==> src/rtl/clock_pkg.sv <==
// Shared types and constants for the digital-clock timebase.
// The counter-width helper keeps degenerate moduli at one bit.
package clock_pkg;

  typedef enum logic [1:0] {
    ST_RUN     = 2'b00,
    ST_SET_HR  = 2'b01,
    ST_SET_MIN = 2'b10,
    ST_ALARM   = 2'b11
  } state_t;

  typedef enum logic [1:0] {
    IDLE,
    DELAY,
    REPEAT
  } rep_state_t;

  localparam int MS_PER_SEC = 1000;

  function automatic int cnt_w(input int modulus);
    return (modulus > 1) ? $clog2(modulus) : 1;
  endfunction

endpackage

==> src/rtl/key_repeat.sv <==
// Key auto-repeat: one pulse on press, one after REP_DELAY_MS, then one every REP_RATE_MS.
// Releasing the key drops straight back to IDLE and suppresses any coincident pulse.
module key_repeat
  import clock_pkg::*;
#(
  parameter int REP_DELAY_MS = 500,
  parameter int REP_RATE_MS  = 100
) (
  input  logic clk,
  input  logic rst,
  input  logic ms_stb,
  input  logic btn_held,
  output logic tick_rep
);

  localparam int REP_MAX = (REP_DELAY_MS > REP_RATE_MS) ? REP_DELAY_MS : REP_RATE_MS;
  localparam int REP_W   = cnt_w(REP_MAX);

  rep_state_t       st, st_nxt;
  logic [REP_W-1:0] rep_cnt, rep_cnt_nxt;
  logic             rep_nxt;

  always_ff @(posedge clk) begin
    if (rst) begin
      st       <= IDLE;
      rep_cnt  <= '0;
      tick_rep <= 1'b0;
    end else begin
      st       <= st_nxt;
      rep_cnt  <= rep_cnt_nxt;
      tick_rep <= rep_nxt;
    end
  end

  always_comb begin
    st_nxt      = st;
    rep_cnt_nxt = rep_cnt;
    rep_nxt     = 1'b0;
    if (!btn_held) begin
      st_nxt      = IDLE;
      rep_cnt_nxt = '0;
    end else begin
      case (st)
        IDLE: begin
          st_nxt      = DELAY;
          rep_cnt_nxt = '0;
          rep_nxt     = 1'b1;
        end
        DELAY: if (ms_stb) begin
          if (rep_cnt == REP_W'(REP_DELAY_MS - 1)) begin
            st_nxt      = REPEAT;
            rep_cnt_nxt = '0;
            rep_nxt     = 1'b1;
          end else begin
            rep_cnt_nxt = rep_cnt + REP_W'(1);
          end
        end
        REPEAT: if (ms_stb) begin
          if (rep_cnt == REP_W'(REP_RATE_MS - 1)) begin
            rep_cnt_nxt = '0;
            rep_nxt     = 1'b1;
          end else begin
            rep_cnt_nxt = rep_cnt + REP_W'(1);
          end
        end
        default: begin
          st_nxt      = IDLE;
          rep_cnt_nxt = '0;
        end
      endcase
    end
  end

endmodule

==> src/rtl/tick_gen.sv <==
// Clock timebase: 1 ms prescaler, second phase/tick, display blink and key auto-repeat.
// sec_clr realigns everything phase-related; SET modes freeze the second chain.
module tick_gen
  import clock_pkg::*;
#(
  parameter int CLK_HZ       = 50_000_000,
  parameter int BLINK_MS     = 500,
  parameter int REP_DELAY_MS = 500,
  parameter int REP_RATE_MS  = 100
) (
  input  logic       clk,
  input  logic       rst,
  input  state_t     state,
  input  logic       sec_clr,
  input  logic       btn_held,
  output logic       tick_ms,
  output logic       tick_sec,
  output logic [9:0] sec_phase,
  output logic       blink,
  output logic       tick_rep
);

  localparam int DIV_MS     = CLK_HZ / 1000;
  localparam int PRE_W      = cnt_w(DIV_MS);
  localparam int BLINK_HALF = BLINK_MS / 2;
  localparam int BL_W       = cnt_w(BLINK_HALF);

  if (CLK_HZ % 1000 != 0) begin : g_bad_clk
    $error("tick_gen: CLK_HZ must be a multiple of 1000");
  end
  if (DIV_MS < 2) begin : g_bad_div
    $error("tick_gen: CLK_HZ/1000 must be at least 2");
  end
  if (BLINK_MS < 2 || (BLINK_MS % 2) != 0) begin : g_bad_blink
    $error("tick_gen: BLINK_MS must be even and >= 2");
  end
  if (REP_DELAY_MS < 1 || REP_RATE_MS < 1) begin : g_bad_rep
    $error("tick_gen: repeat intervals must be >= 1 ms");
  end

  logic [PRE_W-1:0] pre_cnt;
  logic [BL_W-1:0]  blink_cnt;
  state_t           state_q;
  logic             phase_hold;
  logic             ms_stb, is_set, set_entry, rep_stb;

  assign ms_stb    = (pre_cnt == PRE_W'(DIV_MS - 1));
  assign is_set    = (state == ST_SET_HR) || (state == ST_SET_MIN);
  assign set_entry = is_set && (state != state_q);
  assign rep_stb   = ms_stb && !sec_clr;

  // phase_hold makes the first strobe after leaving a SET mode the phase origin,
  // so the next tick_sec lands a full 1000 ms after it.
  always_ff @(posedge clk) begin
    if (rst) begin
      pre_cnt    <= '0;
      sec_phase  <= '0;
      tick_ms    <= 1'b0;
      tick_sec   <= 1'b0;
      blink      <= 1'b1;
      blink_cnt  <= '0;
      state_q    <= ST_RUN;
      phase_hold <= 1'b0;
    end else begin
      state_q <= state;
      if (sec_clr) begin
        pre_cnt    <= '0;
        sec_phase  <= '0;
        tick_ms    <= 1'b0;
        tick_sec   <= 1'b0;
        phase_hold <= is_set;
      end else begin
        pre_cnt  <= ms_stb ? '0 : pre_cnt + PRE_W'(1);
        tick_ms  <= ms_stb;
        tick_sec <= 1'b0;
        if (is_set) begin
          sec_phase  <= '0;
          phase_hold <= 1'b1;
        end else if (ms_stb) begin
          if (phase_hold) begin
            phase_hold <= 1'b0;
          end else if (sec_phase == 10'(MS_PER_SEC - 1)) begin
            sec_phase <= '0;
            tick_sec  <= 1'b1;
          end else begin
            sec_phase <= sec_phase + 10'd1;
          end
        end
      end

      if (set_entry) begin
        blink_cnt <= '0;
        blink     <= 1'b1;
      end else if (ms_stb && !sec_clr) begin
        if (blink_cnt == BL_W'(BLINK_HALF - 1)) begin
          blink_cnt <= '0;
          blink     <= ~blink;
        end else begin
          blink_cnt <= blink_cnt + BL_W'(1);
        end
      end
    end
  end

  key_repeat #(
    .REP_DELAY_MS(REP_DELAY_MS),
    .REP_RATE_MS (REP_RATE_MS)
  ) u_key_repeat (
    .clk     (clk),
    .rst     (rst),
    .ms_stb  (rep_stb),
    .btn_held(btn_held),
    .tick_rep(tick_rep)
  );

endmodule

==> config.mk <==
export PLATFORM = sky130hd
export DESIGN_NAME = tick_gen
export DESIGN_NICKNAME = d
export VERILOG_FILES = /design/src/rtl/clock_pkg.sv /design/src/rtl/key_repeat.sv /design/src/rtl/tick_gen.sv
export SDC_FILE = /design/constraint.sdc
export NUM_CORES = 1
export LEC_CHECK = 0
export CAP_MARGIN = 20
export CORE_UTILIZATION = 35
export DETAILED_ROUTE_END_ITERATION = 7
export PLACE_DENSITY = 0.6
export SLEW_MARGIN = 5
export SYNTH_ARGS = -nofsm -noshare
export SYNTH_HDL_FRONTEND = slang
export SYNTH_SLANG_ARGS = --single-unit
export TNS_END_PERCENT = 10
==> constraint.sdc <==
create_clock -name clk -period 2.7 [get_ports clk]
set_input_delay 0.81 -clock clk [delete_from_list [all_inputs] [get_ports clk]]
set_output_delay 0.81 -clock clk [all_outputs]
set_load 0.02 [all_outputs]
==> impl_metrics.yaml <==
power:
  vdd_drop_max_mv: 0.174
  p_leak_nw: 1.04
  power_density_mw_per_mm2: 437
  total_power_w: 0.00129
setup_path:
  critPathBufInv: 1
  crit_family: "buffers and inverters"
  cp_cell_sequence: "clkdlybuf4s50_1"
  critPathKind: "reg -> out"
  critPathSlowestCell: "clkdlybuf4s50_1"
  startpoint_type: "flop"
  max_stage_delay_ps: 660
  worstPathRequired_ps: 1890
  cp.arrival_ps: 1440
  end_kind: "output pin"
  critPathMaxFanout: 7
timing:
  relSlewSlack_pct: 65.9
  finalSetupTns_ps: 0
  hold_violations: 0
  whs_ps: 454
  rsz0062_at_grt: "no"
  min_period_over_period_pct: 83.3
  worstMarginPinSlew_ps: 507
  fin_crit_ps: 2250
  fin_skew_ps: 8.77
  fmax_mhz: 445
  final_max_slew_viol_count: 0
  setup_viol: 0
floorplanning:
  die_w_microns: 87.5
  num_rows: 30
  core-area_sq_mm: 0.00694
  ios: 20
  initial_core_util_pct: 36.9
  die_area_sq_mm: 0.00766
  die_h_microns: 87.5
cells_and_area:
  fin_util_pct: 42.6
  multi_input_area_sq_mm: 0.00146
  antenna_cells: 0
  fin_nets: 321
  seq_area_sq_mm: 0.00104
  layout_common_cells: "52 x dfxtp_1, 46 x nor2_1, 19 x xnor2_1, 19 x clkdlybuf4s50_1, 16 x nand2_1"
  nFillCells: 675
  area_growth_syn_to_layout_pct: 15.6
  mostFrequentLayoutCell: "dfxtp_1"
  drive_gt1_share_pct: 7.17
synthesis:
  synth_edf_count: 0
  synth_nets: 296
  yosysTopAreaCell: "dfxtp_1"
  avgSynthCellArea_sq_um: 9.11
  ys_seq_area_share_pct: 40.6
  synth_seq_cells: 52
  netlist_instances: 281
  netlist_area_sq_mm: 0.00256
  yosysWarnings: 0
  synth_ff_type: "dfxtp_1"
  async_flop_share_pct: 0
  synthTopCellsByArea: "dfxtp_1 41%, nor2_1 6.7%, xnor2_1 6.5%"
  yosys.cell_types.count: 46
  synth_top_area_share_pct: 40.6
min_path:
  hp-class: "reg -> reg"
clock_tree:
  cts_resized: 0
  cts_setup_buffers: 0
  hold_buffers: 0
  cts.clk_slew.worst_paths_ps: 90
  tritoncts: "yes"
  htree_levels: 2
  root_buffer: "clkbuf_8"
  cts_buffer_depth: 2
  cts.sink_count: 52
  worstSkewPairLatency_ps: 310
  numCtsBuffers: 5
global_route:
  grt_pass1_wl_microns: 8360
  antenna_found_initial: 0
  grt_pass1_vias: 1836
  grt_max_degree: 17
  met3_usage_pct: 3.39
  top_usage_layer: "met2"
  grt_usage_pct: 14.2
  use_met1_pct: 19.5
  grt-ovfl-total: 0
  use_met2_pct: 21.1
detailed_routing:
  viasPerCell: 5.03
  routedWlPerCell_microns: 12.4
  num_vias: 2026
  ant_nets: 0
  drt-initial-drc-count: 106
  drt_pre_antenna_iters: 4
  wirelength_microns: 4990
  route.detailed.drc: 0
job:
  cap_violations: 0
place:
  hpwlAfterDp_microns: 3610
  io_buffer_count: 19
  gp_routability_congestion: 0.734
outcome:
  run_status: "complete, no violations"
[registers in the layout, indices dropped and copies added, names as in the netlist]
name and count:
tick_ms 1, blink_cnt 8, blink 1, sec_phase 10, u_key_repeat.st 2, tick_sec 1, u_key_repeat.rep_cnt 9, pre_cnt 16
phase_hold 1, state_q 2, u_key_repeat.tick_rep 1
[metrics by stage]
stage	setup WS, ps	cells	instance area (sq um)
6_report	451	403	2960
3_5_place_dp	205	395	2870
3_3_place_gp	199	395	2870
5_1_grt	367	403	2960
4_1_cts	440	403	2960
2_1_floorplan	771	281	2560
[where the power goes]
part           total (W)  switching [W]  internal (W)  leakage (nW)
Combinational  0.0000589      0.0000325     0.0000264         0.578
Clock           0.000455       0.000247      0.000209        0.0445
Sequential      0.000781     0.00000799      0.000773         0.420
[path summary, 6_finish.rpt]
check                                  startpoint  cells after the start  slack, ps                                   end
setup / recovery        sec_phase[3]$_SDFFE_PP0P_                      1        450                          sec_phase[3]
hold / removal              pre_cnt[0]$_SDFF_PP0_                      1        450                 pre_cnt[0]$_SDFF_PP0_
setup reg to reg  u_key_repeat.st[1]$_SDFFE_PP0P_                      7        640  u_key_repeat.rep_cnt[5]$_SDFFE_PP0P_
hold reg to reg             pre_cnt[0]$_SDFF_PP0_                      1        450                 pre_cnt[0]$_SDFF_PP0_
[kinds of logic after synthesis]
family                     share of synthesized area (%)
muxes                                              0.391
buffers and inverters                               2.54
xor gates and xnor gates                            10.9
and+or+nand+nor                                     32.8
AOI/OAI and AO/OA                                   8.26
DFF                                                 40.6
adders and majority gates                           4.40
[metal layers]
layer | vias to the layer above | share of wire (%) | wire, microns
met5 | - | 0 | 0
met4 | 0 | 1.7 | 83
met3 | 7 | 4.2 | 209
met2 | 39 | 41 | 2060
met1 | 933 | 53 | 2640
li1 | 1047 | - | -
[Yosys cell counts, drive strengths merged (3+ instances only)]
| cell | n |
|---|---|
| dfxtp | 52 |
| nor2 | 46 |
| xnor2 | 19 |
| nand2 | 16 |
| nand3 | 14 |
| xor2 | 13 |
| and3 | 11 |
| nor3 | 11 |
| nand4 | 10 |
| ha | 9 |
| a21oi | 7 |
| nor2b | 6 |
| nor4b | 6 |
| o21bai | 6 |
| a21o | 5 |
| buf | 4 |
| inv | 4 |
| nor3b | 4 |
| nor4 | 4 |
| and4 | 3 |
| clkbuf | 3 |
| nand3b | 3 |
| o21ai | 3 |
[final cells by class]
| class | count | share of cell area, % |
|---|---|---|
| multi-input cells | 218 | 49.2 |
| flip-flops and latches | 52 | 35.2 |
| repair buffers | 25 | 7.95 |
| well taps | 96 | 4.06 |
| clock buffers | 7 | 2.92 |
| inverters | 4 | 0.507 |
| clock inverters | 1 | 0.254 |
No activity file was read; power rests on OpenSTA's default activity.
